## src/rtl/wram_b_port.sv

```systemverilog
// B-bus responder for the WRAM access port: pointer registers, write FIFO, read prefetch and a WRAM req/ack master.
// Optional build macro WRAM_B_PORT_ADDR_READBACK_EN makes the three pointer registers readable.
module wram_b_port #(
    parameter int unsigned FIFO_DEPTH = 4,
    parameter logic [7:0]  BASE_ADDR  = 8'h80
) (
    input  logic        clk,
    input  logic        reset_n,
    input  logic        cpu_en,
    input  logic [7:0]  b_addr,
    input  logic        b_write,
    input  logic        b_read,
    input  logic [7:0]  wdata,
    output logic [7:0]  rdata,
    output logic        rdata_oe,
    output logic        stall,
    output logic        mem_req,
    output logic        mem_we,
    output logic [16:0] mem_addr,
    output logic [7:0]  mem_wdata,
    input  logic [7:0]  mem_rdata,
    input  logic        mem_ack
);
    localparam int unsigned IW = $clog2(FIFO_DEPTH);
    localparam logic [IW:0] FULL_CNT = (IW+1)'(FIFO_DEPTH);

    localparam logic [1:0] ST_IDLE = 2'd0;
    localparam logic [1:0] ST_WR   = 2'd1;
    localparam logic [1:0] ST_RD   = 2'd2;

    logic [1:0]    state_q, state_d;
    logic [16:0]   ptr_q, ptr_d;
    logic [IW:0]   count_q, count_d;
    logic [IW-1:0] wr_idx_q, wr_idx_d, rd_idx_q, rd_idx_d;
    logic          pf_valid_q, pf_valid_d, stale_q, stale_d;
    logic [7:0]    pf_data_q, pf_data_d, rdata_q, rdata_d;
    logic          rdata_oe_q, rdata_oe_d;
    logic          mem_req_q, mem_req_d, mem_we_q, mem_we_d;
    logic [16:0]   mem_addr_q, mem_addr_d;
    logic [7:0]    mem_wdata_q, mem_wdata_d;
    logic [16:0]   fifo_addr_q [FIFO_DEPTH];
    logic [7:0]    fifo_data_q [FIFO_DEPTH];

    logic wr_s, rd_s, hit_dat_s, hit_lo_s, hit_mid_s, hit_hi_s;
    logic full_s, stall_s, push_s, pop_s, rd_ok_s, ptr_wr_s, touch_s, pf_fill_s;

    assign wr_s      = cpu_en & b_write;
    assign rd_s      = cpu_en & b_read;
    assign hit_dat_s = (b_addr == BASE_ADDR);
    assign hit_lo_s  = (b_addr == BASE_ADDR + 8'd1);
    assign hit_mid_s = (b_addr == BASE_ADDR + 8'd2);
    assign hit_hi_s  = (b_addr == BASE_ADDR + 8'd3);
    assign full_s    = (count_q == FULL_CNT);
    assign stall_s   = full_s | ~pf_valid_q;
    // Writes only need FIFO room; reads need valid prefetched data.
    assign push_s    = wr_s & hit_dat_s & ~full_s;
    assign rd_ok_s   = rd_s & hit_dat_s & ~stall_s;
    assign ptr_wr_s  = wr_s & (hit_lo_s | hit_mid_s | hit_hi_s);
    assign touch_s   = push_s | rd_ok_s | ptr_wr_s;
    assign pop_s     = (state_q == ST_WR) & mem_ack;
    assign pf_fill_s = (state_q == ST_RD) & mem_ack & ~stale_q;

    // Pointer update: register loads win over the auto-increment.
    always_comb begin
        ptr_d = ptr_q;
        if (wr_s && hit_lo_s) begin
            ptr_d[7:0] = wdata;
        end else if (wr_s && hit_mid_s) begin
            ptr_d[15:8] = wdata;
        end else if (wr_s && hit_hi_s) begin
            ptr_d[16] = wdata[0];
        end else if (push_s || rd_ok_s) begin
            ptr_d = ptr_q + 17'd1;
        end else begin
            ptr_d = ptr_q;
        end
    end

    // Read data return; a stalled $80 read re-presents the last value.
    always_comb begin
        rdata_d    = rdata_q;
        rdata_oe_d = 1'b0;
        if (rd_s && hit_dat_s) begin
            rdata_oe_d = 1'b1;
            if (rd_ok_s) begin
                rdata_d = pf_data_q;
            end else begin
                rdata_d = rdata_q;
            end
`ifdef WRAM_B_PORT_ADDR_READBACK_EN
        end else if (rd_s && hit_lo_s) begin
            rdata_oe_d = 1'b1;
            rdata_d    = ptr_q[7:0];
        end else if (rd_s && hit_mid_s) begin
            rdata_oe_d = 1'b1;
            rdata_d    = ptr_q[15:8];
        end else if (rd_s && hit_hi_s) begin
            rdata_oe_d = 1'b1;
            rdata_d    = {7'd0, ptr_q[16]};
`endif
        end else begin
            rdata_oe_d = 1'b0;
            rdata_d    = rdata_q;
        end
    end

    // FIFO occupancy and index bookkeeping.
    always_comb begin
        wr_idx_d = push_s ? wr_idx_q + IW'(1) : wr_idx_q;
        rd_idx_d = pop_s  ? rd_idx_q + IW'(1) : rd_idx_q;
        case ({push_s, pop_s})
            2'b10:   count_d = count_q + (IW+1)'(1);
            2'b01:   count_d = count_q - (IW+1)'(1);
            default: count_d = count_q;
        endcase
    end

    // Memory master: drain writes first, then refill the prefetch.
    always_comb begin
        state_d     = state_q;
        mem_req_d   = mem_req_q;
        mem_we_d    = mem_we_q;
        mem_addr_d  = mem_addr_q;
        mem_wdata_d = mem_wdata_q;
        stale_d     = stale_q;
        case (state_q)
            ST_IDLE: begin
                if (count_q != '0) begin
                    state_d     = ST_WR;
                    mem_req_d   = 1'b1;
                    mem_we_d    = 1'b1;
                    mem_addr_d  = fifo_addr_q[rd_idx_q];
                    mem_wdata_d = fifo_data_q[rd_idx_q];
                end else if (!pf_valid_q) begin
                    state_d    = ST_RD;
                    mem_req_d  = 1'b1;
                    mem_we_d   = 1'b0;
                    mem_addr_d = ptr_q;
                    stale_d    = touch_s;
                end else begin
                    state_d = ST_IDLE;
                end
            end
            ST_WR: begin
                if (mem_ack) begin
                    state_d   = ST_IDLE;
                    mem_req_d = 1'b0;
                end else begin
                    state_d = ST_WR;
                end
            end
            ST_RD: begin
                if (mem_ack) begin
                    state_d   = ST_IDLE;
                    mem_req_d = 1'b0;
                end else begin
                    stale_d = stale_q | touch_s;
                end
            end
            default: begin
                state_d   = ST_IDLE;
                mem_req_d = 1'b0;
            end
        endcase
        pf_data_d  = pf_fill_s ? mem_rdata : pf_data_q;
        pf_valid_d = (pf_valid_q | pf_fill_s) & ~touch_s;
    end

    // Write-buffer storage; occupancy alone defines validity.
    always_ff @(posedge clk) begin
        if (push_s) begin
            fifo_addr_q[wr_idx_q] <= ptr_q;
            fifo_data_q[wr_idx_q] <= wdata;
        end
    end

    // State registers.
    always_ff @(posedge clk or negedge reset_n) begin
        if (!reset_n) begin
            state_q     <= ST_IDLE;
            ptr_q       <= 17'd0;
            count_q     <= '0;
            wr_idx_q    <= '0;
            rd_idx_q    <= '0;
            pf_valid_q  <= 1'b0;
            pf_data_q   <= 8'd0;
            stale_q     <= 1'b0;
            rdata_q     <= 8'd0;
            rdata_oe_q  <= 1'b0;
            mem_req_q   <= 1'b0;
            mem_we_q    <= 1'b0;
            mem_addr_q  <= 17'd0;
            mem_wdata_q <= 8'd0;
        end else begin
            state_q     <= state_d;
            ptr_q       <= ptr_d;
            count_q     <= count_d;
            wr_idx_q    <= wr_idx_d;
            rd_idx_q    <= rd_idx_d;
            pf_valid_q  <= pf_valid_d;
            pf_data_q   <= pf_data_d;
            stale_q     <= stale_d;
            rdata_q     <= rdata_d;
            rdata_oe_q  <= rdata_oe_d;
            mem_req_q   <= mem_req_d;
            mem_we_q    <= mem_we_d;
            mem_addr_q  <= mem_addr_d;
            mem_wdata_q <= mem_wdata_d;
        end
    end

    assign rdata     = rdata_q;
    assign rdata_oe  = rdata_oe_q;
    assign stall     = stall_s;
    assign mem_req   = mem_req_q;
    assign mem_we    = mem_we_q;
    assign mem_addr  = mem_addr_q;
    assign mem_wdata = mem_wdata_q;
endmodule

```

## config.mk

```make
export PLATFORM = sky130hd
export DESIGN_NAME = wram_b_port
export DESIGN_NICKNAME = d
export VERILOG_FILES = /design/src/rtl/wram_b_port.sv
export SDC_FILE = /design/constraint.sdc
export NUM_CORES = 1
export LEC_CHECK = 0
export ABC_AREA = 1
export CAP_MARGIN = 10
export CORE_ASPECT_RATIO = 2
export CORE_MARGIN = 3
export CORE_UTILIZATION = 55
export DETAILED_ROUTE_END_ITERATION = 10
export PLACE_DENSITY = 0.77
export SLEW_MARGIN = 20
export SYNTH_ARGS = -nofsm -noshare
export SYNTH_HDL_FRONTEND = slang
export SYNTH_SLANG_ARGS = --single-unit
```

## constraint.sdc

```tcl
create_clock -name clk -period 2.57 [get_ports clk]
set_input_delay 0.257 -clock clk [delete_from_list [all_inputs] [get_ports clk]]
set_output_delay 0.257 -clock clk [all_outputs]
set_load 0.02 [all_outputs]
```

==> out/results.tsv, run 1 <==
stage	metric	value	unit
cells_and_area	fin_util	0.672	
synth	ys.warnings.count	0	
drt	dr.first_iter.drc_count	413	
sta	setup-tns-final	0	ns
job	maxCapViolCount	0	
sta	layout_min_cycle_time	2.08	ns
synth	syn_area	0.00756	mm2
synth	ys_seq_area_frac	0.635	
placement	hpwl	11400	um
status	status	finished, violations left	
drt	dr.max_layer_used	met4	
drt	wl_met1	6540	um
sta	drv_slew	0	
power	clkPwrFrac	0.284	
cells_and_area	syn2layout_area_growth	19.4	%
sta	hold_violations	18	
drt	drc_errors	0	
clock_tree	cts_tree	built	
power	p_sw_frac	0.363	
synth	avgSynthCellArea	10.2	um2
power	p_comb_frac	0.330	
global_routing	grt_pass1_wl	28600	um
drt	first_pass_iters	5	
global_routing	grt_pass1_vias	5839	
power	powerDensity	998	mW/mm2
sta	relSlewSlack	0.345	
synth	ys_top_cells_by_area	edfxtp_1 (40%), dfrtp_1 (24%), nand2_1 (6.8%)	
drt	wl_met3	967	um
drt	wl_met2	9570	um
cells_and_area	mostFrequentLayoutCell	nand2_1	
clock_tree	root_buffer	clkbuf_16	
clock_tree	holdBufCountCts	0	
cells_and_area	mostFrequentLayoutCells	nand2_1 (138), nor2_1 (116), edfxtp_1 (100)	
synth	synth-seq-cells	172	
power	p_seq_frac	0.385	
sta	whs	-0.0195	ns
power	cellInternalPower	5.74	mW
global_routing	grtUsageTotal	0.250	
sta	fmax	482	MHz
synth	yosysTopAreaCell	edfxtp_1	
power	peakVddDrop	0.593	mV
power	power.switching	3.27	mW
global_routing	grt_max_degree	73	
global_routing	grt_overflow_total	0	
clock_tree	numCtsBuffers	17	
setup_path	start_kind	register	
setup_path	crit_fanout	8	
synth	synth_cell_types	37	
placement	port-buffer-count	66	
global_routing	antenna_found_initial	0	
worst_hold_path	hold_class	primary input to async pin	
die	die_w	88.9	um
power	p_leak	3.78	nW
setup_path	required	2.31	ns
drt	drt_wl_total	17800	um
clock_tree	cts_setup_buffers	0	
cells_and_area	antenna_cells	0	
sta	finalSetupViolCount	0	
setup_path	crit_arrival	1.82	ns
synth	synthCells	740	
synth	synthesis.nets	780	
die	rows	60	
die	dieArea	0.0153	mm2
clock_tree	cts_buffer_depth	2	
cells_and_area	nNetsFinal	849	
synth	yosysTopAreaCellShare	0.397	
placement	placed_cells	945	
drt	viasPerCell	5.83	
clock_tree	ctsResizeCount	0	
sta	timing.final.crit_share	0.808	
die	design.core.area	0.0134	mm2
die	start_util	0.563	
drt	postRouteAntennaNets	0	
clock_tree	h-tree-depth	4	
setup_path	crit_type	register to output port	
sta	clock_skew	0.00992	ns
sta	tightest_slew	0.983	ns
sta	rsz0062_at_grt	false	
die	die_h	172	um
cells_and_area	layout-drive-gt1-share	0.0998	
drt	vias	5695	
die	io_pins	67	
status	violations	hold timing	
drt	wl_per_cell	18.2	um
setup_path	end_kind	output port	
clock_tree	path_clk_slew	0.07	ns
clock_tree	clk-insertion-delay-late	0.43	ns
placement	finalWeightedCongestion	0.852	
clock_tree	cts.sinks	172	
cells_and_area	finalNonFillerCells	977	
==> kinds of logic after synthesis <==
kind of cell	Yosys count	share of synthesized area
compound gates	143	0.103
xor+xnor	9	0.0104
fa+ha+maj	10	0.0175
buf+inv	85	0.0468
flops	172	0.635
mux	6	0.00893
simple gates	315	0.178
==> area by class of cell <==
| cell class | count | area [um2] |
|---|---|---|
| Sequential cell | 172 | 4800 |
| Clock inverter | 15 | 181 |
| Multi-Input combinational cell | 483 | 2410 |
| Inverter | 58 | 220 |
| Tap cell | 155 | 194 |
| Fill cell | 966 | 4410 |
| Clock buffer | 17 | 425 |
| Timing Repair Buffer | 77 | 791 |
==> cell usage after synthesis (all sizes together) <==
cell type,count
nand2,140
nand4,4
a22oi,1
ha,9
buf,14
nand3b,1
o2bb2ai,1
nor2,126
a31oi,8
or2,1
o21bai,1
a21oi,25
fa,1
mux2,6
nand3,37
clkbuf,13
nor3,6
o22ai,17
xor2,6
dfrtp,72
o21ai,90
xnor2,3
inv,58
edfxtp,100
==> metal layers <==
metal,track usage,up-vias
li1,-,2641
met1,0.270,2756
met2,0.450,244
met3,0.0508,54
met4,0.121,0
met5,0,-
==> worst max-delay path, stage by stage (launching register included) <==
cell and delay, ns:
dfrtp_1 0.44, nor2_4 0.07, a21oi_4 0.27, inv_1 0.07
clkdlybuf4s50_1 0.54
==> sequential cells by signal, indices dropped and copies added, names as in the netlist <==
register     cells
fifo_addr_q     68
fifo_data_q     32
mem_addr        17
ptr_q           17
mem_wdata        8
pf_data_q        8
rdata            8
count_q          3
rd_idx_q         2
state_q          2
wr_idx_q         2
mem_req          1
mem_we           1
pf_valid_q       1
rdata_oe         1
stale_q          1
==> path summary, 6_finish.rpt <==
check	start	to	slack, ns	cells after the start
setup / recovery	count_q[0]	stall	0.49	4
hold / removal	reset_n	mem_wdata[1]	-0.02	1
setup reg to reg	count_q[1]	mem_addr[16]	0.54	7
hold reg to reg	mem_we	mem_we	0.47	2
max in group asynchronous	reset_n	ptr_q[10]	1.93	1
min in group clk	mem_rdata[7]	pf_data_q[7]	0.41	3
==> stage by stage <==
step           power, mW  worst slack (ns)  area (um2)
6_report            9.02             0.494        9030
3_3_place_gp        6.35             0.335        8420
5_1_grt             9.49             0.403        9030
3_5_place_dp        6.49             0.274        8420
2_1_floorplan       5.41             0.215        7560
4_1_cts             9.05             0.482        9030
==> power groups by stage <==
stage	Sequential, mW	Clock (mW)	Combinational, mW
2_1_floorplan	3.75	0	1.66
3_3_place_gp	3.51	0	2.84
3_5_place_dp	3.54	0	2.95
4_1_cts	3.48	2.59	2.98
5_1_grt	3.51	2.70	3.28
6_report	3.47	2.56	2.98
Note: power is estimated with default switching activity, not from simulation.
==> run 2, diff against run 1 <==
Settings changed: CORE_UTILIZATION 55 to 52, PLACE_DENSITY 0.77 to 0.76.
Clock period 2.57 ns to 1.85 ns, I/O delays scaled along.
==> run 2 against run 1 <==
  * Setup slack worse by 0.42 ns
  * First-iteration DRC count up 15%
  * Sequential power up 39%
  * Hold slack better by 0.24 ns
  * The flow now finishes without violations
  * Design area up 4.8%
  * Clock power up 42%
==> out/results.tsv, run 2 (same netlist as run 1, synthesis figures left out) <==
stage	metric	value	unit	change
status	status	complete, no violations		was finished, violations left
die	start_util	0.538		was 0.563
global_routing	grtUsageTotal	0.233		was 0.250
cells_and_area	top_register	fifo_addr_q		unchanged
cells_and_area	mostFrequentLayoutCell	nand2_1		unchanged
drt	drt_wl_total	18200	um	was 17,800 um
cells_and_area	largest_reg_flops	68		unchanged
sta	drv_slew	0		unchanged
setup_path	crit_family	buffers and inverters		unchanged
die	rows	61		was 60
setup_path	required	1.66	ns	was 2.31 ns
power	powerDensity	1370	mW/mm2	was 998 mW/mm2
setup_path	slowest_delay	0.42	ns	was 0.54 ns
global_routing	grt_overflow_total	0		unchanged
setup_path	start_kind	register		unchanged
drt	dr.first_iter.drc_count	477		was 413
global_routing	antenna_found_initial	0		unchanged
drt	wl_per_cell	17.3	um	was 18.2 um
power	power	13.0	mW	was 9.02 mW
drt	vias	5840		was 5,695
sta	hold_violations	0		was 18
sta	clock_skew	0.0137	ns	was 0.00992 ns
setup_path	crit_fanout	4		was 8
clock_tree	numCtsBuffers	17		unchanged
drt	postRouteAntennaNets	0		unchanged
clock_tree	root_buffer	clkbuf_16		unchanged
sta	tightest_slew	0.428	ns	was 0.983 ns
die	die_h	177	um	was 172 um
die	dieArea	0.0161	mm2	was 0.0153 mm2
cells_and_area	nNetsFinal	886		was 849
worst_hold_path	hold_class	primary input to async pin		unchanged
setup_path	crit_arrival	1.60	ns	was 1.82 ns
cells_and_area	syn2layout_area_growth	25.1	%	was 19.4%
sta	relSlewSlack	0.715		was 0.345
cells_and_area	seqCellArea	0.00481	mm2	was 0.00480 mm2
setup_path	crit_type	register to output port		unchanged
cells_and_area	layout-drive-gt1-share	0.149		was 0.0998
placement	placed_cell_area	0.00878	mm2	was 0.00842 mm2
clock_tree	cts_tree	built		unchanged
sta	timing.final.crit_share	0.962		
clock_tree	cts.sinks	172		unchanged
setup_path	path_buf_inv	3		was 2
sta	layout_min_cycle_time	1.78	ns	
setup_path	critPathSlowestCell	dfrtp_1		was clkdlybuf4s50_1
job	maxCapViolCount	0		unchanged
power	p_leak	3.98	nW	was 3.78 nW
global_routing	grt_pass1_wl	29300	um	was 28,600 um
placement	hpwl	12300	um	was 11,400 um
sta	finalSetupViolCount	0		unchanged
cells_and_area	fill_cells	1072		was 966
clock_tree	h-tree-depth	4		unchanged
global_routing	grt_max_degree	51		was 73
cells_and_area	reg_top3	fifo_addr_q: 68 flops, fifo_data_q: 32 flops		unchanged
clock_tree	clk-insertion-delay-late	0.42	ns	was 0.43 ns
sta	fmax	562	MHz	
cells_and_area	multi_input_area	0.00246	mm2	was 0.00241 mm2
die	io_pins	67		unchanged
clock_tree	path_clk_slew	0.08	ns	was 0.07 ns
setup_path	end_kind	output port		unchanged
setup_path	cp_cell_sequence	nor2_4, buf_4, a21oi_4, inv_1, dlygate4sd2_1		was nor2_4, a21oi_4, inv_1, clkdlybuf4s50_1
placement	finalWeightedCongestion	0.816		was 0.852
setup_path	r2r_slack	0.07	ns	was 0.54 ns
drt	drc_errors	0		unchanged
cells_and_area	final_cell_area	0.00946	mm2	was 0.00903 mm2
cells_and_area	mostFrequentLayoutCells	nand2_1 (136), nor2_1 (116), edfxtp_1 (100)		was nand2_1 (138), nor2_1 (116), edfxtp_1 (100)
drt	first_pass_iters	5		unchanged
placement	port-buffer-count	66		unchanged
clock_tree	cts_buffer_depth	2		unchanged
drt	viasPerCell	5.57		was 5.83
die	die_w	91.3	um	was 88.9 um
cells_and_area	antenna_cells	0		unchanged
global_routing	grt_pass1_vias	5874		was 5,839
power	peakVddDrop	0.804	mV	was 0.593 mV
die	design.core.area	0.0140	mm2	was 0.0134 mm2
sta	rsz0062_at_grt	true		was false
==> run 2: changes by cell type in the layout (fill, tap and decap cells not counted), moves of 3 or more <==
cell,before,now
inv_2,6,9
inv_1,51,48
buf_4,8,39
buf_12,4,9
inv_6,1,4
==> run 2: cell type report <==
| class | count | area share |
|---|---|---|
| flip-flops and latches | 172 | 0.508 |
| inverters | 58 | 0.0233 |
| well taps | 189 | 0.0250 |
| multi-input cells | 483 | 0.260 |
| repair buffers | 114 | 0.120 |
| clock buffers | 17 | 0.0450 |
| clock inverters | 15 | 0.0192 |
==> run 2: per-stage QoR <==
step	utilization	hold slack [ns]	worst slack, ns	instances	setup TNS [ns]
detailed placement	0.625	0.141	-0.336	1012	-22.96
floorplan	-	-0.111	-0.0122	740	-1.22
global placement	0.625	0.140	-0.191	1012	-12.13
global route	0.674	0.239	-0.00507	1048	-0.00507
finish	0.674	0.224	0.0697	1048	0
CTS	0.669	0.231	0.000632	1046	0
==> run 2: worst paths after layout <==
check / cells past startpoint / start / to
setup / recovery: 5 / count_q[1] / stall
hold / removal: 2 / reset_n / mem_wdata[1]
setup reg to reg: 10 / state_q[1] / count_q[2]
hold reg to reg: 2 / mem_we / mem_we
max in group asynchronous: 3 / reset_n / count_q[0]
min in group clk: 3 / mem_rdata[0] / pf_data_q[0]
==> run 2: report_power, final <==
part / internal (mW) / total [mW] / switching (mW)
Combinational: 1.83 / 4.53 / 2.71
Sequential: 4.52 / 4.83 / 0.317
Clock: 2.05 / 3.64 / 1.59
Total: 8.39 / 13.0 / 4.61
==> run 2: what timing repair did <==
action,CTS,global route
resized for setup,1,13
cloned,0,0
hold endpoints to repair,25,0
hold buffers,1,0
setup endpoints to repair,2,2
buffers inserted,1,2
pin swaps,0,2
==> run 2: routing by layer <==
metal  track usage  vias up  share of wire
li1              -     2722              -
met1         0.255     2823           0.36
met2         0.440      258           0.56
met3        0.0405       37          0.055
met4        0.0945        0          0.028
met5             0        -              0
==> patch: new RTL, settings of run 1 <==
Add a define of `WRAM_B_PORT_ADDR_READBACK_EN`.
--- a/src/rtl/wram_b_port.sv
+++ b/src/rtl/wram_b_port.sv
@@ -1,4 +1,6 @@
 // B-bus responder for the WRAM access port: pointer registers, write FIFO, read prefetch and a WRAM req/ack master.
 // Optional build macro WRAM_B_PORT_ADDR_READBACK_EN makes the three pointer registers readable.
+`define WRAM_B_PORT_ADDR_READBACK_EN
+
 module wram_b_port #(
     parameter int unsigned FIFO_DEPTH = 4,
Behaviour: not the same (Yosys sat finds a counterexample within 4 cycles, from zero or initial values and one cycle with reset_n low).
==> patch against run 1 <==
The run still ends with hold timing left; worst setup slack worse by 0.0083 ns; synthesized area is 3.4% higher; wire length is 4.9% higher; sequential cell count stayed put; cell count is 8.3% higher; first-iteration DRC count is 18% higher; final area is 3.1% higher; power is 2.7% lower; clock skew is 0.0027 ns lower; via count is 4.4% higher; critical path depth is 4 higher; global-route usage is 0.52 points lower; largest cell class unchanged.
==> patch: results (changes against run 1) <==
| Metric | Value |
|---|---|
| Synth area leaders | sky130_fd_sc_hd__edfxtp_1 38%, sky130_fd_sc_hd__dfrtp_1 23%, sky130_fd_sc_hd__nand2_1 7.1%, sky130_fd_sc_hd__nor2_1 6.1%, sky130_fd_sc_hd__o21ai_0 4.2% (was sky130_fd_sc_hd__edfxtp_1 40%, sky130_fd_sc_hd__dfrtp_1 24%, sky130_fd_sc_hd__nand2_1 6.8%, sky130_fd_sc_hd__nor2_1 6.0%, sky130_fd_sc_hd__o21ai_0 4.5%) |
| Family of cells with the greatest summed delay on the critical path | simple AND/OR/NAND/NOR gates (was buffers and inverters) |
| Post-placement cell count | 1026 (was 945) |
| Leakage dissipation | 0.00375 µW (was 0.00378 µW) |
| Met1 Use GR | 24.9% (was 27.0%) |
| Worst-path maximum fanout | 15 (was 8) |
| WP data arrival | 2.43 ns (was 1.82 ns) |
| Met3 track utilization from global routing | 3.92% (was 5.08%) |
| Outcome | finished with violations (unchanged) |
| Register-to-Register Setup Slack | 0.49 ns (was 0.54 ns) |
| Number of DRC markers after the initial detailed-route iteration | 487 (was 413) |
| Minimum hold slack | -0.0241 ns (was -0.0195 ns) |
| Most instantiated cells after synthesis | 148 x sky130_fd_sc_hd__nand2_1, 128 x sky130_fd_sc_hd__nor2_1, 100 x sky130_fd_sc_hd__edfxtp_1 (was 138 x sky130_fd_sc_hd__nand2_1, 120 x sky130_fd_sc_hd__nor2_1, 100 x sky130_fd_sc_hd__edfxtp_1) |
| Share of the yosys chip area belonging to registers | 61.4% (was 63.5%) |
| Post-Syn Area per Cell | 9.96 µm² (was 10.2 µm²) |
| Pre-CTS setup slack | 0.261 ns (was 0.274 ns) |
| Share of post-route cells with drive strength above 1 | 10.9% (was 9.98%) |
| Violated checks | hold timing (unchanged) |
| Fillers | 1057 (was 966) |
| Switching power as a share of total power | 35.2% (was 36.3%) |
| Hold Vio Cnt, Final | 25 (was 18) |
| Crit path max-delay cell type | sky130_fd_sc_hd__dfrtp_1 (was sky130_fd_sc_hd__clkdlybuf4s50_1) |
| Met2 capacity usage during global routing | 46.4% (was 45.0%) |
| Net load switching power | 3090 µW (was 3270 µW) |
| Placer's final routability congestion estimate | 0.883 (was 0.852) |
| Proportion of synthesized area in mux cells | 0.288% (was 0.893%) |
patch: cell type report:
| cell class | count | area (µm²) | share of cell area (%) |
|---|---|---|---|
| clock inverters | 14 | 135 | 1.45 |
| flip-flops and latches | 172 | 4800 | 51.6 |
| inverters | 64 | 240 | 2.58 |
| multi-input cells | 521 | 2640 | 28.3 |
| well taps | 189 | 236 | 2.54 |
| repair buffers | 80 | 813 | 8.74 |
| clock buffers | 18 | 439 | 4.72 |
patch: layer usage:
metal	routed length [µm]	share of wire (%)	up-vias
li1	-	-	2795
met1	6460	35	2850
met2	10300	56	249
met3	923	5.0	54
met4	897	4.8	0
met5	0	0	-
patch: path summary, 6_finish.rpt:
check	depth (start not counted)	start	to
max	8	count_q[1]	mem_addr[4]
max reg2reg	8	count_q[1]	mem_addr[4]
min in group clk	3	mem_rdata[2]	pf_data_q[2]
min reg2reg	2	mem_addr[16]	mem_addr[16]
max in group asynchronous	1	reset_n	ptr_q[15]
min	1	reset_n	mem_wdata[2]
